## src/rtl/pipe_pkg.sv

```systemverilog
// Shared types and defaults for the fetch stage and its IF/ID register.
package pipe_pkg;

    localparam logic [31:0] PIPE_RESET_PC  = 32'h0000_0000;
    localparam logic [31:0] PIPE_NOP_INSTR = 32'h0000_0013;

    typedef enum logic {
        RUN  = 1'b0,
        PEND = 1'b1
    } fetch_state_t;

    typedef struct packed {
        logic [31:0] instr;
        logic [31:0] pc;
        logic [31:0] pc_plus4;
        logic        valid;
    } if_id_t;

    function automatic logic [31:0] pc_inc(input logic [31:0] pc);
        return pc + 32'd4;
    endfunction

endpackage

```

## src/rtl/pipe_fetch_reg.sv

```systemverilog
// IF/ID pipeline register: flush beats stall, wrong-path fetches become bubbles.
module pipe_fetch_reg
    import pipe_pkg::*;
#(
    parameter logic [31:0] NOP_INSTR = PIPE_NOP_INSTR
) (
    input  logic        clk,
    input  logic        rst_n,
    input  logic        i_flush,
    input  logic        i_stall,
    input  logic        i_wrong_path,
    input  logic [31:0] i_instr,
    input  logic [31:0] i_pc,
    output if_id_t      o_if_id
);

    if_id_t r_if_id;
    if_id_t w_next;

    always_comb begin
        w_next = r_if_id;
        if (i_flush) begin
            w_next.instr    = NOP_INSTR;
            w_next.pc       = '0;
            w_next.pc_plus4 = '0;
            w_next.valid    = 1'b0;
        end else if (!i_stall) begin
            // Wrong-path entries keep their PC so decode still sees a coherent address.
            w_next.instr    = i_wrong_path ? NOP_INSTR : i_instr;
            w_next.pc       = i_pc;
            w_next.pc_plus4 = pc_inc(i_pc);
            w_next.valid    = !i_wrong_path;
        end
    end

    always_ff @(posedge clk or negedge rst_n) begin
        if (!rst_n) begin
            r_if_id.instr    <= NOP_INSTR;
            r_if_id.pc       <= '0;
            r_if_id.pc_plus4 <= '0;
            r_if_id.valid    <= 1'b0;
        end else begin
            r_if_id <= w_next;
        end
    end

    assign o_if_id = r_if_id;

endmodule

```

## src/rtl/pipe_fetch.sv

```systemverilog
// Fetch stage: owns the PC, defers redirects that arrive during stall_f, feeds IF/ID.
module pipe_fetch
    import pipe_pkg::*;
#(
    parameter logic [31:0] RESET_PC  = PIPE_RESET_PC,
    parameter logic [31:0] NOP_INSTR = PIPE_NOP_INSTR
) (
    input  logic        clk,
    input  logic        rst,
    input  logic        stall_f,
    input  logic        stall_d,
    input  logic        flush_d,
    input  logic        pc_src_e,
    input  logic [31:0] pc_target_e,
    input  logic [31:0] imem_rdata,
    output logic [31:0] imem_addr,
    output logic [31:0] pc_f,
    output logic [31:0] instr_d,
    output logic [31:0] pc_d,
    output logic [31:0] pc_plus4_d,
    output logic        valid_d
);

    fetch_state_t r_state;
    fetch_state_t w_next_state;
    logic [31:0]  r_pc;
    logic [31:0]  w_next_pc;
    logic [31:0]  r_pend_target;
    logic [31:0]  w_next_pend;
    logic         w_wrong_path;
    if_id_t       w_if_id;

    always_comb begin
        w_next_state = r_state;
        w_next_pc    = pc_inc(r_pc);
        w_next_pend  = r_pend_target;
        if (stall_f) begin
            // Hold the PC but remember the latest redirect for when the stall lifts.
            w_next_pc = r_pc;
            if (pc_src_e) begin
                w_next_pend  = pc_target_e;
                w_next_state = PEND;
            end
        end else if (pc_src_e) begin
            w_next_pc    = pc_target_e;
            w_next_state = RUN;
        end else if (r_state == PEND) begin
            w_next_pc    = r_pend_target;
            w_next_state = RUN;
        end
    end

    always_ff @(posedge clk or negedge rst) begin
        if (!rst) begin
            r_state       <= RUN;
            r_pc          <= RESET_PC;
            r_pend_target <= '0;
        end else begin
            r_state       <= w_next_state;
            r_pc          <= w_next_pc;
            r_pend_target <= w_next_pend;
        end
    end

    assign w_wrong_path = (r_state == PEND) || pc_src_e;

    pipe_fetch_reg #(
        .NOP_INSTR (NOP_INSTR)
    ) u_if_id (
        .clk          (clk),
        .rst_n        (rst),
        .i_flush      (flush_d),
        .i_stall      (stall_d),
        .i_wrong_path (w_wrong_path),
        .i_instr      (imem_rdata),
        .i_pc         (r_pc),
        .o_if_id      (w_if_id)
    );

    assign pc_f       = r_pc;
    assign imem_addr  = r_pc;
    assign instr_d    = w_if_id.instr;
    assign pc_d       = w_if_id.pc;
    assign pc_plus4_d = w_if_id.pc_plus4;
    assign valid_d    = w_if_id.valid;

endmodule

```

## config.mk

```make
export PLATFORM = sky130hd
export DESIGN_NAME = pipe_fetch
export DESIGN_NICKNAME = d
export VERILOG_FILES = /design/src/rtl/pipe_pkg.sv /design/src/rtl/pipe_fetch_reg.sv /design/src/rtl/pipe_fetch.sv
export SDC_FILE = /design/constraint.sdc
export NUM_CORES = 1
export LEC_CHECK = 0
export CAP_MARGIN = 20
export CORE_MARGIN = 4
export CORE_UTILIZATION = 40
export DETAILED_ROUTE_END_ITERATION = 10
export GPL_ROUTABILITY_DRIVEN = 1
export PLACE_DENSITY = 0.71
export SLEW_MARGIN = 20
export SYNTH_ARGS = -nofsm -noshare
export SYNTH_HDL_FRONTEND = slang
export SYNTH_SLANG_ARGS = --single-unit
```

## constraint.sdc

```tcl
create_clock -name clk -period 2.3 [get_ports clk]
set_input_delay 0.345 -clock clk [delete_from_list [all_inputs] [get_ports clk]]
set_output_delay 0.345 -clock clk [all_outputs]
set_load 0.03 [all_outputs]
```

Yosys cells after proc, flatten, opt, wreduce, memory -nomap -nowiden
Cells that the tools add are included.
W data, S select, Z words.
Word-level totals
  output and inout port bits: 161
  input port bits: 70
  register bits: 162
  word-level logic and storage cells: 20
Cells by class
  add/subtract/negate cells: 1
  equal/unequal tests: 2
  reduce and logical (&&, ||, !) cells: 3
  mux-type cells: 7
Operator list (count)
  $mux W97: 2
  $mux W32: 3
  $add A32 B3 Y32 const B: 1
  $ne A2 B1 Y1 const B: 2
  $mux W1: 2
  $reduce_and A2 Y1: 1
  $logic_not A1 Y1: 1
  $logic_or A1 B1 Y1: 1

Longest topological paths before layout
Gate-level depths: netlist of the first run.
  word-level depth: 4
  gate-level depth with buffers: 8
  mapped depth without buffers: 5

Hierarchy
From an unflattened synthesis of the first run, not the netlist that was laid out.
Second synthesis, totals
  cell total of the unflattened synthesis: 794
  area, all modules: 8057.7 µm²
By module, submodules not included
  pipe_fetch_reg: times used 1, sequential area each 2381.0 µm², cells each 403, area each 4319.1 µm²
  pipe_fetch: times used 1, sequential area each 1626.6 µm², cells each 391, area each 3738.6 µm²

Worst setup path before layout of the first run
No wires, ideal clock.
  path type: flip-flop to flip-flop
  from: register r_pc[13] (netlist: imem_addr[13])
  to: register r_pc[25] (netlist: imem_addr[25])
  required time: 2.174 ns
  path slack: 0.295 ns
  cell stages (with the launch flop): 6
  path buffers: 1
  library setup time: 0.126 ns
  period minus slack after synthesis: 2.005 ns
  data arrival time: 1.879 ns
  cells stage by stage: dfrtp_1 buf_2 nand4_2 or2_4 or3_4 a311o_1
On the way
  word-level cells in the longest chain between the ends: 3
RTL lines
  from (decl): line pipe_fetch.sv:26  | logic [31:0] r_pc;
  from (signal assigned): line pipe_fetch.sv:60  | r_pc <= w_next_pc;
  $add A32 B3 Y32: line pipe_pkg.sv:20  | return pc + 32'd4;
  $mux W32: line pipe_fetch.sv:47  | end else if (r_state == PEND) begin
  $mux W32: line pipe_fetch.sv:44  | end else if (pc_src_e) begin
No other way between the ends.
A chain may end at the register's enable or synchronous reset.

Worst setup path in the final report of the first run
  from: register r_pc[5] (netlist: imem_addr[5])
  to: output imem_addr[5]
RTL lines
  to (decl): line pipe_fetch.sv:16  | output logic [31:0] imem_addr,
No word-level cell between the ends.

==> qor.csv, run 1 <==
stage,metric,value,unit
synthesis,synthCells,761,
setup_path,cp_max_fo,7,
sta,finalSetupViolCount,0,
detailed_routing,viasPerCell,5.63,
sta,skew,8.48,ps
clock_tree,root_buffer,clkbuf_16,
detailed_routing,wl_per_cell,20.6,um
synthesis,synth_top_area_share,49.0,%
floorplan,die_y,150,um
floorplan,coreArea,0.0196,mm2
final_layout,final_layout_size_suffix_gt1_share,15.1,%
final_layout,fin_nets,1035,
detailed_routing,drc,0,
sta,finalCritPeriodShare,94.8,%
pwr,ir_drop,0.000579,V
sta,rsz0062_at_grt,false,
detailed_routing,antenna_left,0,
global_route,grt_pass1_vias,6918,
global_route,grt_remaining_overflow,0,
synthesis,synth_top_area_cell,dfrtp_1,
sta,post-route-min-period,2180,ps
synthesis,syn_area_per_cell,10.5,um2
sta,tns,0,ps
global_route,grt_max_degree,66,
run,cap_violations,0,
pwr,p_leak,0.00470,uW
status,outcome,finished clean,
worst_hold_path,hold_path.class,primary input to flip-flop,
pwr,p_comb_share,29.2,%
final_layout,final_util,57.1,%
pwr,pwr-share-clk,32.0,%
pwr,power.total,8660,uW
synthesis,synth-edff-count,0,
synthesis,ys_seq_area_share,50.0,%
setup_path,reg2reg_from,imem_addr[5]$_DFFE_PN0N_,
global_route,antenna_found_initial,0,
sta,max_freq,458,MHz
sta,slew_headroom,51.0,%
detailed_routing,wl,25.6,mm
synthesis,ys_warn_count,0,
clock_tree,cts.htree.levels,4,
detailed_routing,drt-pass1-iter-count,6,
detailed_routing,vias,6993,
floorplan,die_w,150,um
final_layout,finalInstanceArea,0.0112,mm2
worst_hold_path,hold_depth,4,
final_layout,n_antenna_cell,0,
final_layout,layout_commonest_cell,clkdlybuf4s50_1,
floorplan,rows,51,
clock_tree,cts_tree,yes,
clock_tree,clock_latency,430,ps
worst_hold_path,min_from,flush_d,
pwr,intPower,5780,uW
placed_design,place_congestion,0.897,
floorplan,start_util,40.9,%
setup_path,cp_data_required_time,1960,ps
final_layout,area_delta_synth_final,39.7,%
final_layout,layout_common_cells,"226 x clkdlybuf4s50_1, 157 x dfrtp_1, 61 x nor2_1",
floorplan,io_pins,231,
sta,maxSlewViolCount,0,
sta,setup_slack,119,ps
pwr,switching_share,33.3,%
setup_path,cp.arrival,1840,ps
synthesis,synth_seq_cells,160,
placed_design,place_worst_setup_slack,72.4,ps
setup_path,timing.reg2reg.setup_slack,280,ps
clock_tree,numClockSinks,160,
setup_path,crit_path_end_kind,primary output,
placed_design,port_buffers,230,
pwr,seq_power_share,38.8,%
clock_tree,path_clk_slew,60,ps
setup_path,ff2ff_path_depth,4,
global_route,grt_pass1_wl,39.9,mm
synthesis,syn-num-nets,832,
setup_path,start_kind,flip-flop,
clock_tree,cts_made_buffers,17,
synthesis,synthFlopType,dfrtp_1,
placed_design,postPlaceCellArea,0.0106,mm2
detailed_routing,drtIter0Drc,700,
setup_path,crit_type,flip-flop to primary output,
placed_design,dp_hpwl,18.1,mm
clock_tree,cts_buffer_depth,2,
pwr,power_density,774,mW/mm2
sta,max_slew.worst_pin.slew,734,ps
synthesis,synth_area,0.00801,mm2
floorplan,dieArea,0.0224,mm2
pwr,p_switching,2890,uW
global_route,grt_use_total,22.6,%
synthesis,async_flop_share,100,%
sta,hold_viol,0,
setup_path,crit_start,imem_addr[5]$_DFFE_PN0N_,
synthesis,synth_area_leaders,"dfrtp_1 49%, mux2_2 4.5%, buf_4 3.7%, a22o_1 3.4%, mux2i_1 3.1%",
synthesis,ys_types,65,
-- metrics by stage --
step / hold WS (ps) / std cells
6_report: 348 / 1242
5_1_grt: 382 / 1242
4_1_cts: 334 / 1242
3_5_place_dp: 381 / 1209
3_3_place_gp: 379 / 1209
2_1_floorplan: 49.4 / 761
-- what timing repair did --
item,CTS,global route
resized for setup,0,0
hold buffers,1,0
buffers inserted,0,0
hold endpoints to repair,56,0
-- Yosys cell counts, drive strengths merged (3+ instances only) --
master   count
a221oi       4
o21ai       35
nor4         6
nor2        63
a31oi        7
a22o        31
a2111oi      7
mux2        32
xnor2        6
clkbuf      33
nand2       43
a211oi      15
nor3        21
a311oi       6
and4         9
dfrtp      157
o22ai        5
buf         70
nand3       12
nor2b       12
mux2i       25
and2         5
o22a         5
a21oi       28
dfstp        3
xor2         6
o2111a       4
a311o       12
o21a         3
inv         13
or3          5
nand4       18
o31ai        5
a22oi       18
and3        15
a221o        3
a211o        3
-- final cells by class --
cell class | instances | area, um2
fillers | 1705 | 8400
clock buffers | 22 | 484
multi-input cells | 485 | 3410
repair buffers | 287 | 2820
well taps | 265 | 332
inverters | 13 | 48.8
flip-flops and latches | 160 | 4010
clock inverters | 10 | 85.1
-- cell families (layout without fill, tap and decap cells) --
family | Yosys count | after routing | synth area share [%]
flops | 160 | 160 | 50.0
compound gates | 201 | 201 | 18.8
fa+ha+maj | 1 | 1 | 0.156
xor+xnor | 12 | 12 | 1.31
mux | 57 | 57 | 7.62
buf+inv | 116 | 332 | 7.65
simple gates | 214 | 214 | 14.4
-- worst paths after layout --
| check | end |
|---|---|
| hold reg to reg | u_if_id.o_if_id[0]$_DFFE_PN0P_ |
| setup reg to reg | u_if_id.o_if_id[31]$_DFFE_PN0P_ |
| hold / removal | u_if_id.o_if_id[0]$_DFFE_PN0P_ |
| max in group asynchronous | u_if_id.o_if_id[66]$_DFFE_PN1P_ |
| min in group asynchronous | u_if_id.o_if_id[2]$_DFFE_PN0P_ |
| setup / recovery | imem_addr[5] |
-- power by group through the flow --
| stage | registers, uW | clock network [uW] | logic (uW) |
|---|---|---|---|
| floorplan | 3780 | 0 | 1060 |
| global placement | 3390 | 0 | 2500 |
| detailed placement | 3400 | 0 | 2530 |
| CTS | 3350 | 2810 | 2540 |
| global route | 3390 | 2920 | 2690 |
| finish | 3360 | 2770 | 2530 |
-- metal layers --
layer	wire length, um	global-route usage (%)	vias up
met2	11900	34.3	325
met4	328	5.17	0
li1	-	-	3191
met3	1940	5.06	29
met1	11500	33.2	3448
met5	0	0	-
-- sequential cells by signal, indices dropped and copies added, names as in the netlist --
register and count:
u_if_id.o_if_id 95, imem_addr 32, r_pend_target 32, r_state 1
-- critical path: stages (launching register included) --
cell	delay, ps
dfrtp_1	500
buf_4	220
clkdlybuf4s50_1	680
No activity file was read; power rests on OpenSTA's default activity.
==> run 2: changes to the inputs <==
--- a/config.mk
+++ b/config.mk
@@ -10,6 +10,7 @@
 export CORE_UTILIZATION = 40
 export DETAILED_ROUTE_END_ITERATION = 10
 export GPL_ROUTABILITY_DRIVEN = 1
+export GPL_TIMING_DRIVEN = 0
 export PLACE_DENSITY = 0.71
 export SLEW_MARGIN = 20
 export SYNTH_ARGS = -nofsm -noshare
==> constraint.sdc (replaced) <==
create_clock -name clk -period 2.3 [get_ports clk]
set_input_delay 0.69 -clock clk [delete_from_list [all_inputs] [get_ports clk]]
set_output_delay 0.69 -clock clk [all_outputs]
set_load 0.03 [all_outputs]
==> run 2 against run 1 <==
Against the previous run: register-to-register slack worse by 120 ps; worst hold slack got worse by 110 ps; setup slack lost 75 ps; sequential power up 2%; clock skew increased by 2.2 ps; first-iteration DRC count increased by 21%; via count increased by 2.7%; flip-flop and latch count is the same; cell count is 3.6% higher; die area did not move; cell area up 0.69%; combinational power fell by 4%; largest cell class unchanged.
==> qor.csv, run 2 (synthesis gave the netlist of run 1 again) <==
stage,metric,value,unit,change
status,outcome,finished clean,,
setup_path,cp.arrival,2560,ps,+720 ps
global_route,antenna_found_initial,0,,unchanged
clock_tree,cts.htree.levels,4,,unchanged
pwr,ir_drop,0.000488,V,-16%
setup_path,reg2reg_from,imem_addr[4]$_DFFE_PN0N_,,
global_route,grt_remaining_overflow,0,,unchanged
clock_tree,cts_setup_buffers,0,,unchanged
global_route,grt-busiest-layer,met2,,
run,cap_violations,0,,unchanged
detailed_routing,wl,26.3,mm,+2.7%
pwr,power.total,8590,uW,-0.84%
floorplan,io_pins,231,,unchanged
floorplan,start_util,40.9,%,unchanged
final_layout,n_antenna_cell,0,,unchanged
clock_tree,root_buffer,clkbuf_16,,
setup_path,cpPeakStageDelay,520,ps,-160 ps
sta,tns,0,ps,unchanged
setup_path,cp_max_fo,10,,+3
sta,post-route-min-period,2260,ps,+74.9 ps
pwr,power_density,762,mW/mm2,-1.5%
floorplan,rows,51,,unchanged
setup_path,critPathBufInv,3,,+1
detailed_routing,drtIter0Drc,848,,+21%
placed_design,place_worst_setup_slack,-676,ps,-749 ps
setup_path,critical_path.cell_chain,clkdlybuf4s50_1 -> clkbuf_1 -> buf_2 -> a22oi_1 -> o31ai_1 -> a22o_1,,
detailed_routing,antenna_left,0,,unchanged
sta,hold_viol,0,,unchanged
final_layout,layout_commonest_cell,clkdlybuf4s50_1,,
detailed_routing,drt-pass1-iter-count,5,,-1
floorplan,die_y,150,um,unchanged
placed_design,place_congestion,0.875,,-2.5%
sta,maxSlewViolCount,0,,unchanged
sta,rsz0062_at_grt,false,,
global_route,met2_usage,36.2,%,+1.8 points
global_route,grt_max_degree,85,,+29%
setup_path,timing.reg2reg.setup_slack,160,ps,-120 ps
setup_path,critical_path.slowest_cell,clkdlybuf4s50_1,,
final_layout,seqCellArea,0.00403,mm2,+0.50%
clock_tree,cts_tree,yes,,
global_route,grt_pass1_vias,6912,,-0.087%
pwr,p_leak,0.00494,uW,+5.2%
placed_design,dp_cells,1256,,+3.9%
detailed_routing,drc,0,,unchanged
sta,skew,10.7,ps,+2.21 ps
floorplan,coreArea,0.0196,mm2,unchanged
pwr,seq_power_share,39.9,%,+1.1 points
final_layout,multi_input_area,0.00342,mm2,+0.15%
clock_tree,cts_made_buffers,17,,unchanged
pwr,p_switching,2840,uW,-1.6%
placed_design,postPlaceCellArea,0.0107,mm2,+0.54%
setup_path,path_delay_family,buffers and inverters,,
sta,finalSetupViolCount,0,,unchanged
sta,slew_headroom,52.8,%,+1.8 points
setup_path,cp_data_required_time,2600,ps,+640 ps
global_route,use_met1,33.1,%,-0.065 points
final_layout,fin_nets,1081,,+4.4%
placed_design,port_buffers,229,,-0.43%
final_layout,largest_reg_flops,95,,unchanged
clock_tree,clock_latency,420,ps,about the same
floorplan,dieArea,0.0224,mm2,unchanged
sta,max_slew.worst_pin.slew,708,ps,-25.7 ps
detailed_routing,vias,7179,,+2.7%
global_route,grt_use_total,23.4,%,+0.76 points
pwr,p_comb_share,28.2,%,-1.0 points
final_layout,fin_cells,1287,,+3.6%
sta,max_freq,443,MHz,-3.3%
placed_design,dp_hpwl,19.3,mm,+6.4%
setup_path,ff2ff_path_depth,6,,+2
setup_path,crit_path_end_kind,flip-flop,,
final_layout,layout_common_cells,"174 x clkdlybuf4s50_1, 141 x dfrtp_1, 63 x nor2_1",,
clock_tree,numClockSinks,160,,unchanged
clock_tree,path_clk_slew,60,ps,about the same
pwr,pwr-share-clk,31.8,%,-0.2 points
final_layout,area_delta_synth_final,40.6,%,
global_route,grtUsageMet3,5.54,%,+0.48 points
final_layout,final_layout_size_suffix_gt1_share,17.5,%,+2.4 points
detailed_routing,wl_per_cell,20.5,um,-0.89%
final_layout,finalInstanceArea,0.0113,mm2,+0.69%
clock_tree,cts_buffer_depth,2,,unchanged
worst_hold_path,hold_path.class,primary input to async pin,,
floorplan,die_w,150,um,unchanged
detailed_routing,viasPerCell,5.58,,-0.93%
setup_path,start_kind,primary input,,
setup_path,crit_type,primary input to flip-flop,,
pwr,intPower,5750,uW,-0.47%
setup_path,regToRegEndpoint,imem_addr[23]$_DFFE_PN0N_,,
sta,setup_slack,44.1,ps,-74.9 ps
final_layout,nFillCells,1768,,+3.7%
global_route,grt_pass1_wl,40.6,mm,+1.8%
pwr,switching_share,33.1,%,-0.24 points
sta,finalCritPeriodShare,98.1,%,+3.3 points
## run 2: cell count changes in the layout (fill, tap and decap cells not counted), sizes merged
cell	previous run	this run
dlymetal6s2s	0	11
clkinv	5	3
clkbuf	22	61
clkdlybuf4s50	226	174
buf	60	69
dlygate4sd3	1	0
bufinv	1	2
clkinvlp	4	2
dlygate4sd2	0	42
## run 2: worst reg2reg max path: cells and delay by family, from the launching register on
kind / cells / cell delay [ps]
flip-flops: 1 / 390
buffers and inverters: 2 / 460
AO/OA/AOI/OAI: 1 / 350
AND/OR/NAND/NOR: 3 / 820
## run 2: layout make-up
cell class | instances | share of cell area [%]
Inverter | 13 | 0.433
Multi-Input combinational cell | 485 | 30.3
Clock buffer | 24 | 4.10
Buffer | 103 | 5.25
Timing Repair Buffer | 230 | 20.4
Sequential cell | 160 | 35.7
Tap cell | 265 | 2.94
Clock inverter | 7 | 0.800
## run 2: power groups by stage
stage          sequential [uW]  combinational (uW)  clock (uW)
3_3_place_gp              3460                2470           0
4_1_cts                   3430                2430        2770
5_1_grt                   3480                2580        2890
3_5_place_dp              3470                2510           0
2_1_floorplan             3780                1060           0
6_report                  3430                2420        2730
## run 2: timing repair
item | 4_1_cts | 5_1_grt
resized for setup | 65 | 35
setup endpoints to repair | 97 | 50
hold buffers | 0 | 0
pin swaps | 0 | 0
## run 2: how the worst max path moves through the flow
| stage | from | slack [ps] | cells past startpoint | to |
|---|---|---|---|---|
| floorplan | imem_addr[13]$_DFFE_PN0N_ | 290 | 5 | imem_addr[25]$_DFFE_PN0N_ |
| global placement | rst | -6280 | 1 | u_if_id.o_if_id[88]$_DFFE_PN0P_ |
| detailed placement | stall_f | -680 | 5 | imem_addr[1]$_DFFE_PN0P_ |
| CTS | imem_addr[24]$_DFFE_PN0N_ | 2 | 1 | imem_addr[24] |
| global route | pc_src_e | 5 | 7 | imem_addr[4]$_DFFE_PN0N_ |
| finish | pc_src_e | 40 | 6 | imem_addr[10]$_DFFE_PN0N_ |
## run 2: per-stage QoR
step,util [%],hold slack [ps]
CTS,57.1,264
global placement,54.3,464
global route,57.5,279
finish,57.5,236
detailed placement,54.5,471
floorplan,-,394
## run 2: layer usage
layer	share of wire, %	vias to the layer above
li1	-	3278
met1	42	3528
met2	47	344
met3	8.5	29
met4	1.9	0
met5	0	-
==> run 3: changes to the inputs <==
--- a/config.mk
+++ b/config.mk
@@ -10,8 +10,8 @@
 export CORE_UTILIZATION = 40
 export DETAILED_ROUTE_END_ITERATION = 10
 export GPL_ROUTABILITY_DRIVEN = 1
-export GPL_TIMING_DRIVEN = 0
 export PLACE_DENSITY = 0.71
+export RECOVER_POWER = 50
 export SLEW_MARGIN = 20
 export SYNTH_ARGS = -nofsm -noshare
 export SYNTH_HDL_FRONTEND = slang
==> run 3 against run 2 <==
Against the previous run: sequential power hardly changed; routed wire length is 6.0% lower; flip-flop and latch count did not move; clock skew shrank 3.8 ps; critical path depth shrank 5; register-to-register slack improved by 80 ps; non-clock buffer count is 44 lower; clock power grew 14%; die area unchanged.
==> qor.csv, run 3 (synthesis gave the netlist of run 1 again) <==
stage,metric,value,unit,change
pwr,ir_drop,0.000595,V,+22%
pwr,switching_share,32.5,%,-0.61 points
detailed_routing,vias,7023,,-2.2%
sta,post-route-min-period,2270,ps,+9.69 ps
sta,maxSlewViolCount,0,,unchanged
floorplan,die_w,150,um,unchanged
floorplan,dieArea,0.0224,mm2,unchanged
final_layout,final_layout_size_suffix_gt1_share,15.2,%,-2.3 points
clock_tree,clock_latency,420,ps,about the same
placed_design,place_worst_setup_slack,-76.2,ps,+600 ps
final_layout,nFillCells,1729,,-2.2%
clock_tree,cts.htree.levels,4,,unchanged
setup_path,crit_type,flip-flop to primary output,,
pwr,power_density,793,mW/mm2,+4.0%
clock_tree,numClockSinks,160,,unchanged
sta,hold_viol,0,,unchanged
sta,max_slew.worst_pin.slew,1120,ps,+414 ps
floorplan,rows,51,,unchanged
setup_path,start_kind,flip-flop,,
global_route,grt_use_total,22.0,%,-1.4 points
clock_tree,path_clk_slew,70,ps,about the same
clock_tree,cts_made_buffers,17,,unchanged
detailed_routing,viasPerCell,5.65,,+1.2%
sta,rsz0062_at_grt,false,,
global_route,grt_pass1_vias,6822,,-1.3%
setup_path,cp.arrival,1580,ps,-980 ps
detailed_routing,wl_per_cell,19.9,um,-2.7%
final_layout,largest_reg_flops,95,,unchanged
sta,setup_slack,34.4,ps,-9.69 ps
detailed_routing,drt-pass1-iter-count,5,,unchanged
floorplan,die_y,150,um,unchanged
setup_path,path_delay_family,buffers and inverters,,
detailed_routing,drc,0,,unchanged
pwr,power.total,8800,uW,+2.5%
clock_tree,cts_tree,yes,,
clock_tree,cts_buffer_depth,2,,unchanged
sta,skew,6.94,ps,-3.75 ps
global_route,grt_max_degree,66,,-22%
final_layout,layout_common_cells,"169 x clkdlybuf4s50_1, 155 x dfrtp_1, 61 x nor2_1",,
placed_design,place_congestion,0.863,,-1.4%
clock_tree,root_buffer,clkbuf_16,,
pwr,p_comb_share,25.5,%,-2.7 points
pwr,seq_power_share,39.3,%,-0.6 points
pwr,p_leak,0.00479,uW,-3.0%
detailed_routing,drtIter0Drc,590,,-30%
setup_path,critPathBufInv,1,,-2
final_layout,area_delta_synth_final,38.6,%,
final_layout,fin_nets,1037,,-4.1%
global_route,grt_remaining_overflow,0,,unchanged
final_layout,layout_commonest_cell,clkdlybuf4s50_1,,
placed_design,port_buffers,230,,+0.44%
detailed_routing,wl,24.8,mm,-6.0%
run,cap_violations,0,,unchanged
detailed_routing,antenna_left,0,,unchanged
setup_path,cp_max_fo,3,,-7
floorplan,io_pins,231,,unchanged
clock_tree,cts_setup_buffers,0,,unchanged
status,outcome,finished clean,,
worst_hold_path,hold_path.class,primary input to async pin,,
sta,slew_headroom,25.2,%,-28 points
pwr,pwr-share-clk,35.2,%,+3.4 points
setup_path,critical_path.slowest_cell,clkdlybuf4s50_1,,
placed_design,dp_hpwl,17.8,mm,-7.5%
global_route,grt_pass1_wl,38.9,mm,-4.2%
sta,finalCritPeriodShare,98.5,%,+0.42 points
pwr,intPower,5950,uW,+3.4%
floorplan,start_util,40.9,%,unchanged
sta,max_freq,441,MHz,-0.43%
setup_path,cp_data_required_time,1610,ps,-990 ps
setup_path,cpPeakStageDelay,710,ps,+190 ps
global_route,antenna_found_initial,0,,unchanged
setup_path,crit_path_end_kind,primary output,,
pwr,p_switching,2860,uW,+0.61%
floorplan,coreArea,0.0196,mm2,unchanged
sta,finalSetupViolCount,0,,unchanged
setup_path,critical_path.cell_chain,clkdlybuf4s50_1,,
final_layout,n_antenna_cell,0,,unchanged
==> run 3: cell types whose count changed in the layout (fill, tap and decap cells not counted), moves of 4 or more <==
cell,change
a22oi_1,+4
a22oi_2,-4
buf_2,-19
clkbuf_1,-25
clkdlybuf4s50_1,-5
dfrtp_1,+14
dfrtp_2,-14
dlygate4sd2_1,+15
dlymetal6s2s_1,-11
==> run 3: layout make-up <==
cell class | count | area, um2 | area share, %
Tap cell | 265 | 332 | 2.99
Clock inverter | 14 | 214 | 1.93
Inverter | 13 | 48.8 | 0.440
Sequential cell | 160 | 4010 | 36.1
Timing Repair Buffer | 289 | 2660 | 24.0
Clock buffer | 18 | 429 | 3.87
Multi-Input combinational cell | 485 | 3410 | 30.7
==> run 3: routing by layer <==
| layer | vias to the layer above | part of all wire [%] | GRT usage, % |
|---|---|---|---|
| met5 | - | 0 | 0 |
| met4 | 0 | 1.3 | 5.81 |
| met3 | 23 | 6.2 | 3.54 |
| met2 | 265 | 49 | 34.9 |
| met1 | 3539 | 44 | 31.5 |
| li1 | 3196 | - | - |
==> run 3: path summary, 6_finish.rpt <==
check / depth (start not counted) / slack [ps] / end / startpoint
worst max-delay path: 1 / 30 / pc_f[31] / imem_addr[31]$_DFFE_PN0N_
worst min-delay path: 1 / 460 / u_if_id.o_if_id[2]$_DFFE_PN0P_ / rst
worst max register to register: 5 / 240 / u_if_id.o_if_id[28]$_DFFE_PN0P_ / imem_addr[7]$_DFFE_PN0N_
worst min register to register: 2 / 500 / u_if_id.o_if_id[0]$_DFFE_PN0P_ / u_if_id.o_if_id[0]$_DFFE_PN0P_
max in group asynchronous: 2 / 380 / u_if_id.o_if_id[82]$_DFFE_PN0P_ / rst
min in group clk: 2 / 500 / u_if_id.o_if_id[0]$_DFFE_PN0P_ / u_if_id.o_if_id[0]$_DFFE_PN0P_
==> run 3: timing repair <==
action | CTS | global route
hold buffers | 0 | 0
endpoints found under the setup margin | 57 | 0
resized for setup | 59 | 0
==> run 3: power by group through the flow <==
stage / clock network, uW / logic [uW] / registers, uW
after floorplan: 0 / 1060 / 3780
after global placement: 0 / 2350 / 3500
after detailed placement: 0 / 2380 / 3510
after CTS: 3140 / 2280 / 3460
after global routing: 3260 / 2390 / 3510
final: 3100 / 2240 / 3460
==> run 3: through the flow <==
stage	hold WS (ps)	cells	util (%)	cell area (um2)	TNS, ps
after detailed placement	470	1212	54.3	10600	-470
after CTS	196	1244	57.2	11200	0
final	464	1244	56.7	11100	0
after global placement	468	1212	54.2	10600	-176
after floorplan	394	761	-	8010	0
after global routing	518	1244	56.7	11100	0
